[config.mk]
export PLATFORM = sky130hd
export DESIGN_NAME = uart_tx_arbiter
export DESIGN_NICKNAME = d
export VERILOG_FILES = /design/src/rtl/uart_tx_arbiter.sv
export SDC_FILE = /design/constraint.sdc
export NUM_CORES = 1
export LEC_CHECK = 0
export ABC_AREA = 1
export CORE_ASPECT_RATIO = 1.2
export CORE_UTILIZATION = 52
export DETAILED_ROUTE_END_ITERATION = 8
export PLACE_DENSITY = 0.91
export SYNTH_ARGS = -nofsm -noshare
export SYNTH_HDL_FRONTEND = slang
export SYNTH_SLANG_ARGS = --single-unit
export TNS_END_PERCENT = 50
[constraint.sdc]
create_clock -name clk_arb -period 3.1 [get_ports clk_arb]
set_input_delay 0.93 -clock clk_arb [delete_from_list [all_inputs] [get_ports clk_arb]]
set_output_delay 0.93 -clock clk_arb [all_outputs]
set_load 0.03 [all_outputs]
[src/rtl/uart_tx_arbiter.sv]
// Round-robin arbiter sharing one UART transmitter among N_REQ byte producers.
// Latches the winning byte, strobes the transmitter, acks on frame start, counts completed frames.
module uart_tx_arbiter #(
    parameter int N_REQ         = 4,
    parameter int DATA_WIDTH    = 8,
    parameter int START_TIMEOUT = 16
) (
    input  logic                          clk_arb,
    input  logic                          rst_arb,
    input  logic [N_REQ-1:0]              req_valid_arb,
    input  logic [N_REQ*DATA_WIDTH-1:0]   req_data_arb,
    output logic [N_REQ-1:0]              req_ack_arb,
    input  logic                          tx_busy_arb,
    output logic                          tx_data_valid_arb,
    output logic [DATA_WIDTH-1:0]         tx_p_data_arb,
    output logic [$clog2(N_REQ)-1:0]      grant_id_arb,
    output logic                          timeout_err_arb,
    output logic [15:0]                   frame_count_arb
);

    localparam int GW = $clog2(N_REQ);
    localparam int CW = $clog2(START_TIMEOUT + 1);

    typedef enum logic [1:0] {IDLE, ISSUE, WAIT_START, WAIT_DONE} state_t;

    state_t                  state_reg, state_next;
    logic [GW-1:0]           ptr_reg;
    logic [CW-1:0]           cnt_reg;
    logic [DATA_WIDTH-1:0]   req_bytes [N_REQ];
    logic [N_REQ-1:0]        grant_onehot;
    logic [GW-1:0]           winner;
    logic                    arb_req;
    logic                    start_expired;
    logic                    tx_valid_next;
    logic [N_REQ-1:0]        ack_next;
    logic                    timeout_next;

    // Index arithmetic modulo N_REQ; N_REQ need not be a power of two.
    function automatic logic [GW-1:0] wrap_add(input logic [GW-1:0] a, input int b);
        int s;
        s = int'(a) + b;
        if (s >= N_REQ) s = s - N_REQ;
        return GW'(s);
    endfunction

    generate
        for (genvar gi = 0; gi < N_REQ; gi++) begin : g_req
            assign req_bytes[gi]    = req_data_arb[gi*DATA_WIDTH +: DATA_WIDTH];
            assign grant_onehot[gi] = (grant_id_arb == GW'(gi));
        end
    endgenerate

    // Scan from the far end back toward ptr so the closest asserted index wins.
    always_comb begin
        winner = ptr_reg;
        for (int k = N_REQ - 1; k >= 0; k--) begin
            if (req_valid_arb[wrap_add(ptr_reg, k)]) winner = wrap_add(ptr_reg, k);
        end
    end

    assign arb_req       = !tx_busy_arb && (|req_valid_arb);
    assign start_expired = (cnt_reg == CW'(START_TIMEOUT - 1));

    always_ff @(posedge clk_arb or posedge rst_arb) begin
        if (rst_arb) state_reg <= IDLE;
        else         state_reg <= state_next;
    end

    always_comb begin
        state_next = state_reg;
        case (state_reg)
            IDLE:       if (arb_req) state_next = ISSUE;
            ISSUE:      state_next = WAIT_START;
            WAIT_START: begin
                if (tx_busy_arb)        state_next = WAIT_DONE;
                else if (start_expired) state_next = IDLE;
            end
            WAIT_DONE:  if (!tx_busy_arb) state_next = IDLE;
            default:    state_next = IDLE;
        endcase
    end

    always_comb begin
        tx_valid_next = 1'b0;
        ack_next      = '0;
        timeout_next  = 1'b0;
        case (state_reg)
            IDLE:       tx_valid_next = arb_req;
            WAIT_START: begin
                if (tx_busy_arb)        ack_next     = grant_onehot;
                else if (start_expired) timeout_next = 1'b1;
            end
            default: ;
        endcase
    end

    always_ff @(posedge clk_arb or posedge rst_arb) begin
        if (rst_arb) begin
            tx_data_valid_arb <= 1'b0;
            req_ack_arb       <= '0;
            timeout_err_arb   <= 1'b0;
            tx_p_data_arb     <= '0;
            grant_id_arb      <= '0;
            frame_count_arb   <= '0;
            ptr_reg           <= '0;
            cnt_reg           <= '0;
        end else begin
            tx_data_valid_arb <= tx_valid_next;
            req_ack_arb       <= ack_next;
            timeout_err_arb   <= timeout_next;
            if (state_reg == IDLE && arb_req) begin
                tx_p_data_arb <= req_bytes[winner];
                grant_id_arb  <= winner;
            end
            if (state_reg == ISSUE)           cnt_reg <= '0;
            else if (state_reg == WAIT_START) cnt_reg <= cnt_reg + CW'(1);
            // Busy falling ends the frame regardless of line errors; rotate past the grantee.
            if (state_reg == WAIT_DONE && !tx_busy_arb) begin
                frame_count_arb <= frame_count_arb + 16'd1;
                ptr_reg         <= wrap_add(grant_id_arb, 1);
            end
        end
    end

endmodule

Yosys cells after proc, flatten, opt, wreduce, memory -nomap -nowiden

Cells that the tools add are included.

Add/subtract/negate cells: 11
Reduce and logical (&&, ||, !) cells: 9
Equal/unequal tests: 10
Order comparisons: 10
Multiplexer cells: 33
Bitwise operators: 1

Operators with widths:

| operator              | number |
|---|---|
| $mux 2                | 13 |
| $add 16x1->16 const B | 1 |
| $bmux 8 s2            | 1 |
| $mux 8                | 2 |
| $ge 3x3->1 const B    | 5 |
| $lt 2x3->1 const B    | 4 |
| $mux 5                | 2 |
| $sub 2x1->2 const B   | 5 |
| $bmux 1 s2            | 4 |
| $eq 2x2->1 const B    | 4 |
| $mux 1                | 8 |
| $mux 4                | 2 |
| $pmux 2 s4            | 1 |
| $add 2x1->3 const B   | 2 |
| $add 2x2->3 const B   | 2 |
| $add 5x1->5 const B   | 1 |
| $eq 5x4->1 const B    | 1 |
| $eq 2x1->1 const B    | 2 |
| $logic_not 2->1       | 2 |
| $ne 2x2->1 const B    | 2 |
| $reduce_or 4->1       | 1 |
| $ge 2x3->1 const B    | 1 |
| $logic_and 1x1->1     | 3 |
| $ne 3x3->1 const B    | 1 |
| 4 further kinds       | 4 |

Input bits: 39
Output and inout port bits: 32
Word-level logic and storage cells: 83
Register bits: 41

Longest topological paths before layout

Gate-level depths: netlist of run 1.

Word-level depth: 13
Depth in mapped cells: 17
Gate-level depth less buffers: 15

Worst setup path before layout of run 1

No wires, ideal clock.

Kind: input -> register
From: input port tx_busy_arb
To: register frame_count_arb[15]
Arrival time: 1961 ps
Required time: 2967 ps
Buffers on the path: 0
Setup time: 133 ps
Slack: 1006 ps
Stages: 9
Cells stage by stage: inv_2 > nand2_4 > nor2_4 > nand3_2 > nor2_2 > nand4_1 > nor2_1 > nand3_1 > xnor2_1

Word-level cells in the longest chain between the ends: 2

RTL lines:

| element              | line | RTL |
|---|---|---|
| from (decl)          | 13   | `input logic tx_busy_arb,` |
| $logic_not 1->1      | 118  | `if (state_reg == WAIT_DONE && !tx_busy_arb) begin` |
| $logic_and 1x1->1    | 118  |  |
| to (signal assigned) | 119  | `frame_count_arb <= frame_count_arb + 16'd1;` |
| to (decl)            | 18   | `output logic [15:0] frame_count_arb` |

Every way passes these cells.
A chain may end at the register's enable or synchronous reset.

Final worst setup path of run 1

From: input port req_valid_arb[1]
To: register tx_p_data_arb[1]

Word-level cells in the longest chain between the ends: 10
Elaborated cells on any way between the ends: 19
Classes of those cells: 15 x mux; 1 x bitwise; 3 x reduce/logical

RTL lines:

| element                                   | line | RTL |
|---|---|---|
| from (decl)                               | 10   | `input logic [N_REQ-1:0] req_valid_arb,` |
| $bmux 1 s2                                | 57   | `if (req_valid_arb[wrap_add(ptr_reg, k)]) winner = wrap_add(ptr_reg, k);` |
| $mux 1 (implied by the code)              | 57   |  |
| $mux 2 (4 in a row)                       | 57   |  |
| $not 2->3 (implied by the code)           | 112  | `tx_p_data_arb <= req_bytes[winner];` |
| $bmux 8 s2                                | 112  |  |
| $mux 8 (implied by the code) (2 in a row) | 112  |  |
| to (signal assigned)                      | 112  |  |
| to (decl)                                 | 15   | `output logic [DATA_WIDTH-1:0] tx_p_data_arb,` |

Parallel ways exist; a longest one is shown, timed or not. The select of a mux whose other input is x is not followed.

==> out/results.tsv, run 1 <==
metric	value	unit
core region area	4590	um2
Gate Count Post-Synth	308	
number of maximum-capacitance constraint violations	0	
Worst slew margin	66.0	%
number of placed instances, taps included	432	
number of antenna violations at the first check in global routing	0	
dominant cells by area after synthesis	dfrtp_1 (41%), nand2_1 (11%), inv_1 (7.2%)	
critical setup path kind	primary input to flip-flop	
Cell variety after synth	33	
pwr/cell area	828	nW/um2
final-layout setup total negative slack	0	ns
fmax	0.387	GHz
Reg2Reg Depth	12	
peak supply drop	354	uV
length of routed met3 wiring	349	um
leakage component of the power	1.68	nW
Tmin final	2.58	ns
top layer in use	met4	
number of flip-flops under the largest register name	16	
number of I/O pins	71	
layout cells sized above 1	10.5	%
run status	finished, final reports clean	
path type of the worst min-delay path	flip-flop to flip-flop	
CTS sink cnt	41	
average wire length per cell after detail routing	12.4	um
global-route total usage across every layer	22.7	%
final hold violation count	0	
Finished Core Util	71.8	%
final net count	432	
maximum clock path buffer count	2	
overall die height	77.8	um
final cell area excluding filler cells	3300	um2
insertion delay of the later-clocked pin in the worst-skew pair	0.29	ns
global-route congestion overflow total	0	
clock transition at the registers of the reported paths	0.08	ns
die extent in x	65.2	um
total chip power	0.00273	W
largest area contributor in the netlist	dfrtp_1	
post-route clock period utilization	83.2	%
wire length after detailed routing	5440	um
routed vias	2181	
post-route DRC violation count	0	
fraction of synthesized cell area taken by the top area cell type	41.2	%
area after detailed placement	3220	um2
area growth from synthesis to layout	32.6	%
remaining antenna violation count	0	
Critical Path RT	3.27	ns
signal arrival time at the worst endpoint	2.75	ns
HPWL after DPL	4190	um
unrepaired setup endpoints after global routing	false	
M1 wire length	2200	um
fin cells	440	
number of rows created at floorplan	27	
launch point of the worst reg-to-reg path	ptr_reg[0]$_DFFE_PP0P_	
number of pins exceeding their max-slew limit in the final report	0	
number of instances resized during post-cts repair	0	
global-route wire length before repair	8870	um
largest fanout on the critical path	23	
Post-CTS Setup Repair Bufs	0	
global placer's final weighted congestion	0.783	
clock tree from TritonCTS	built	
largest clock skew in the final design	0.00641	ns
mapped cell area	2490	um2
area of all sequential standard cells	1030	um2
number of buffers inserted by port buffering	70	
multi-input gate area in the final layout	1170	um2
largest net degree at the start of global routing	42	
synthesized net count	359	
count of TritonRoute iterations in the first routing pass	4	
maximum level of the CTS H-tree	2	
number of flip-flops and latches in the synthesized netlist	41	
startpoint of the lowest-slack hold path	frame_count_arb[15]$_DFFE_PP0P_	
slew at the pin with the worst max-slew slack	0.510	ns
Cells on Worst Hold Path	1	
mean cell area of the mapped netlist	8.08	um2
hold buffer count at CTS	0	
RR Endpoint	tx_p_data_arb[1]$_DFFE_PP0P_	
Hold Crit Endpoint	frame_count_arb[15]$_DFFE_PP0P_	
antenna fix cells	0	
Num CTS Buffers	5	
iteration-0 DRC count of the detailed router	76	
number of synthesis warnings	0	
die area	5070	um2
sequential share of the synthesized area	41.2	%
vias in the first global route	2112	
nature of the critical path startpoint	primary input	
Met2 Routed Length	2730	um
vias per inst	4.96	
Worst Setup End Kind	flip-flop	
# fillers	365	
count of endpoints failing setup in the final report	0	
Clock Tree Root	clkbuf_8	
register-to-register setup slack	0.94	ns
initial standard-cell utilization of the core	54.2	%
-- synthesized netlist by cell type --
cell type,count
nand2_1,71
inv_1,48
dfrtp_1,41
nand3_1,25
nor2_1,16
ha_1,12
xnor2_1,12
a21oi_1,8
inv_2,8
nand3b_1,8
o21ai_0,7
nand3_2,6
buf_6,5
nand2_2,5
or2_2,5
nand4_1,4
nand2_4,3
o211ai_1,3
or2_1,3
xor2_1,3
a22oi_1,2
o22ai_1,2
a31oi_1,1
and2_4,1
buf_2,1
clkbuf_1,1
clkinv_1,1
inv_6,1
mux2i_1,1
nor2_2,1
nor2_4,1
nor3_1,1
o21ai_2,1
-- report_power, final --
part | switching, W | internal [W] | leakage [nW] | total [W]
Clock | 0.000172 | 0.000160 | 0.0395 | 0.000332
Combinational | 0.000965 | 0.000609 | 1.11 | 0.00157
Sequential | 0.000142 | 0.000683 | 0.535 | 0.000825
-- routing by layer --
layer	track usage [%]	vias up
met5	0	-
met4	10.9	0
met3	6.32	15
met2	39.4	63
met1	25.1	1004
li1	-	1099
-- cells by family after synthesis --
logic type,after synthesis,synth area share (%)
flip-flops,41,41.2
multiplexers,1,0.402
adder cells (fa/ha/maj),12,6.03
AND/OR/NAND/NOR,150,29.9
buffers and inverters,65,11.6
XOR/XNOR,15,5.28
AO/OA/AOI/OAI,24,5.63
-- cell usage in the layout, fill, tap and decap left out, drive strengths merged, types with 2 or more instances in the layout --
master         netlist  layout
a21oi                8       8
a22oi                2       2
buf                  6       3
clkbuf               1       8
clkdlybuf4s50        0      70
dfrtp               41      41
ha                  12      12
inv                 57      57
nand2               79      79
nand3               31      31
nand3b               8       8
nand4                4       4
nor2                18      18
o211ai               3       3
o21ai                8       8
o22ai                2       2
or2                  8       8
xnor2               12      12
xor2                 3       3
-- stage by stage --
step	worst slack (ns)	hold WS, ns
after floorplan	1.01	0.478
after global placement	0.360	0.461
after detailed placement	0.277	0.473
after CTS	0.549	0.484
after global routing	0.387	0.497
final	0.519	0.486
-- worst max path at each step --
stage	cells after the start	to	start
after detailed placement	13	tx_p_data_arb[3]$_DFFE_PP0P_	req_valid_arb[1]
after floorplan	9	frame_count_arb[15]$_DFFE_PP0P_	tx_busy_arb
after global placement	13	tx_p_data_arb[3]$_DFFE_PP0P_	req_valid_arb[1]
after global routing	13	tx_p_data_arb[1]$_DFFE_PP0P_	req_valid_arb[1]
final	13	tx_p_data_arb[1]$_DFFE_PP0P_	req_valid_arb[1]
after CTS	13	tx_p_data_arb[1]$_DFFE_PP0P_	req_valid_arb[1]
-- area by class of cell --
class                      count  share of cell area, %
tap                           58                   2.20
inverter                      58                   6.75
timing repair buffer          73                   21.9
sequential                    41                   31.1
multi-input combinational    202                   35.6
clock buffer                   8                   2.43
-- worst max-delay path, stage by stage --
cell and delay (ns):
clkdlybuf4s50_1 0.46, inv_1 0.06, o21ai_2 0.16, nand2_1 0.10, nand2_1 0.08, nand2_1 0.07, nand2_2 0.08, nand2_2 0.06
nand2_4 0.14, nand2_4 0.17, or2_1 0.26, nand3_1 0.10, nand3_1 0.08
Note: power is estimated with default switching activity, not from simulation.
==> inputs of run 2 (changes only) <==
CORE_UTILIZATION = 43   (was 52)
PLACE_DENSITY = 0.81   (was 0.91)
clock period = 2.36 ns   (was 3.1 ns; I/O delays follow)
==> out/results.tsv, run 2 (synthesis results as in run 1) <==
metric	value	unit	change
proportion of power drawn by flip-flops and latches	29.2	%	was 30.2%
layout cells sized above 1	13.4	%	was 10.5%
switching share of total power	46.1	%	was 46.8%
slew at the pin with the worst max-slew slack	0.517	ns	was 0.510 ns
die extent in x	71.4	um	was 65.2 um
# fillers	491		was 365
number of maximum-capacitance constraint violations	0		unchanged
die area	6100	um2	was 5070 um2
Clock Tree Root	clkbuf_8		unchanged
remaining antenna violation count	0		unchanged
count of TritonRoute iterations in the first routing pass	4		unchanged
overall die height	85.3	um	was 77.8 um
Num CTS Buffers	5		unchanged
leakage component of the power	1.75	nW	was 1.68 nW
hold buffer count at CTS	0		unchanged
final-layout setup total negative slack	0	ns	unchanged
most frequent standard cell in the layout excluding fill and tap cells	nand2_1		unchanged
internal cell power	0.00199	W	was 0.00145 W
Logic pwr share	59.1	%	was 57.7%
clock share of power	11.7	%	was 12.1%
run status	finished, final reports clean		unchanged
clock transition at the registers of the reported paths	0.07	ns	was 0.08 ns
top library cells by usage in the layout, fill and taps aside	nand2_1 (71), clkdlybuf4s50_1 (70), inv_1 (48)		unchanged
unrepaired setup endpoints after global routing	false		unchanged
insertion delay of the later-clocked pin in the worst-skew pair	0.29	ns	about the same
family of cells with the greatest summed delay on the critical path	simple AND/OR/NAND/NOR gates		unchanged
post-route DRC violation count	0		unchanged
antenna fix cells	0		unchanged
initial standard-cell utilization of the core	44.2	%	was 54.2%
Critical Path RT	2.52	ns	was 3.27 ns
final hold violation count	0		unchanged
cell with the biggest individual delay on the critical path	clkdlybuf4s50_1		unchanged
Worst Setup End Kind	flip-flop		unchanged
HPWL after DPL	4230	um	was 4190 um
number of antenna violations at the first check in global routing	0		unchanged
path type of the worst min-delay path	flip-flop to flip-flop		unchanged
worst hold slack	0.478	ns	was 0.486 ns
post-route clock period utilization	92.6	%	
Finished Core Util	60.6	%	was 71.8%
Tmin final	2.19	ns	
final net count	445		was 432
global routing usage on met2	35.0	%	was 39.4%
largest net degree at the start of global routing	42		unchanged
number of I/O pins	71		unchanged
peak supply drop	518	uV	was 354 uV
Largest stage delay, worst path	0.42	ns	was 0.46 ns
largest clock skew in the final design	0.00332	ns	was 0.00641 ns
number of pins exceeding their max-slew limit in the final report	0		unchanged
cells along the critical path	clkdlybuf4s50_1 -> inv_1 -> nand2_1 -> and2_4 -> nand2_2 -> nand2_1 -> inv_2 -> nand2_2 -> nand2_4 -> nand2_8 -> or2_1 -> nand3_1 -> nand3_1		was clkdlybuf4s50_1 -> inv_1 -> o21ai_2 -> nand2_1 -> nand2_1 -> nand2_1 -> nand2_2 -> nand2_2 -> nand2_4 -> nand2_4 -> or2_1 -> nand3_1 -> nand3_1
clock tree from TritonCTS	built		unchanged
global-route wire length before repair	8820	um	was 8870 um
maximum clock path buffer count	2		unchanged
global-route congestion overflow total	0		unchanged
Net Sw Power	0.00170	W	was 0.00128 W
maximum level of the CTS H-tree	2		unchanged
CTS sink cnt	41		unchanged
iteration-0 DRC count of the detailed router	44		was 76
critical setup path kind	primary input to flip-flop		unchanged
pwr/cell area	1080	nW/um2	was 828 nW/um2
met3 GRT Util	3.80	%	was 6.32%
number of rows created at floorplan	30		was 27
number of flip-flops under the largest register name	16		unchanged
number of buffers inserted by port buffering	70		unchanged
Global Route met1 Usage	19.4	%	was 25.1%
peak-usage layer in the global routing report	met2		unchanged
routed vias	2204		was 2181
vias per inst	4.80		was 4.96
largest fanout on the critical path	23		unchanged
core region area	5630	um2	was 4590 um2
fmax	0.458	GHz	
global placer's final weighted congestion	0.862		was 0.783
count of endpoints failing setup in the final report	0		unchanged
vias in the first global route	2136		was 2112
critical path buffer and inverter count	3		was 2
signal arrival time at the worst endpoint	2.35	ns	was 2.75 ns
Worst slew margin	65.5	%	was 66.0%
average wire length per cell after detail routing	11.8	um	was 12.4 um
global-route total usage across every layer	18.5	%	was 22.7%
wire length after detailed routing	5410	um	was 5440 um
nature of the critical path startpoint	primary input		unchanged
area growth from synthesis to layout	37.2	%	was 32.6%
==> run 2: metal layers <==
metal / share of wire, % / vias up
li1: - / 1128
met1: 41 / 1000
met2: 51 / 65
met3: 5.1 / 11
met4: 2.4 / 0
met5: 0 / -
==> run 2: worst paths after layout <==
path / from / end / slack (ns) / cells after the start
worst max-delay path: req_valid_arb[3] / tx_p_data_arb[6]$_DFFE_PP0P_ / 0.17 / 13
worst min-delay path: frame_count_arb[15]$_DFFE_PP0P_ / frame_count_arb[15]$_DFFE_PP0P_ / 0.48 / 1
worst max register to register: ptr_reg[0]$_DFFE_PP0P_ / tx_p_data_arb[6]$_DFFE_PP0P_ / 0.37 / 11
worst min register to register: frame_count_arb[15]$_DFFE_PP0P_ / frame_count_arb[15]$_DFFE_PP0P_ / 0.48 / 1
max in group asynchronous: rst_arb / frame_count_arb[2]$_DFFE_PP0P_ / 1.15 / 3
min in group asynchronous: rst_arb / frame_count_arb[14]$_DFFE_PP0P_ / 0.84 / 3
==> run 2: area by class of cell <==
cell class                      instances  area (um2)  share of cell area [%]
Timing Repair Buffer                   86         821                    24.0
Multi-Input combinational cell        202        1180                    34.7
Clock buffer                            8        80.1                    2.35
Inverter                               58         223                    6.52
Sequential cell                        41        1030                    30.1
Tap cell                               64        80.1                    2.35
==> run 2: power by group through the flow <==
stage          clock network (W)  registers, W  logic (W)
4_1_cts                 0.000445       0.00108    0.00216
2_1_floorplan                  0       0.00128    0.00140
3_3_place_gp                   0       0.00109    0.00209
3_5_place_dp                   0       0.00109    0.00215
6_report                0.000431       0.00108    0.00218
5_1_grt                 0.000470       0.00111    0.00242
==> run 2: timing repair <==
item / 4_1_cts / 5_1_grt
setup buffers: 0 / 0
gates resized for setup: 0 / 1
setup endpoints to repair: 0 / 4
==> run 2: metrics by stage <==
step / power, W / setup slack [ns] / cell area [um2] / instances
5_1_grt: 0.00400 / 0.00557 / 3410 / 459
3_5_place_dp: 0.00325 / -0.173 / 3320 / 451
6_report: 0.00369 / 0.174 / 3410 / 459
2_1_floorplan: 0.00268 / 0.488 / 2490 / 308
4_1_cts: 0.00369 / 0.138 / 3400 / 459
3_3_place_gp: 0.00317 / -0.0581 / 3320 / 451
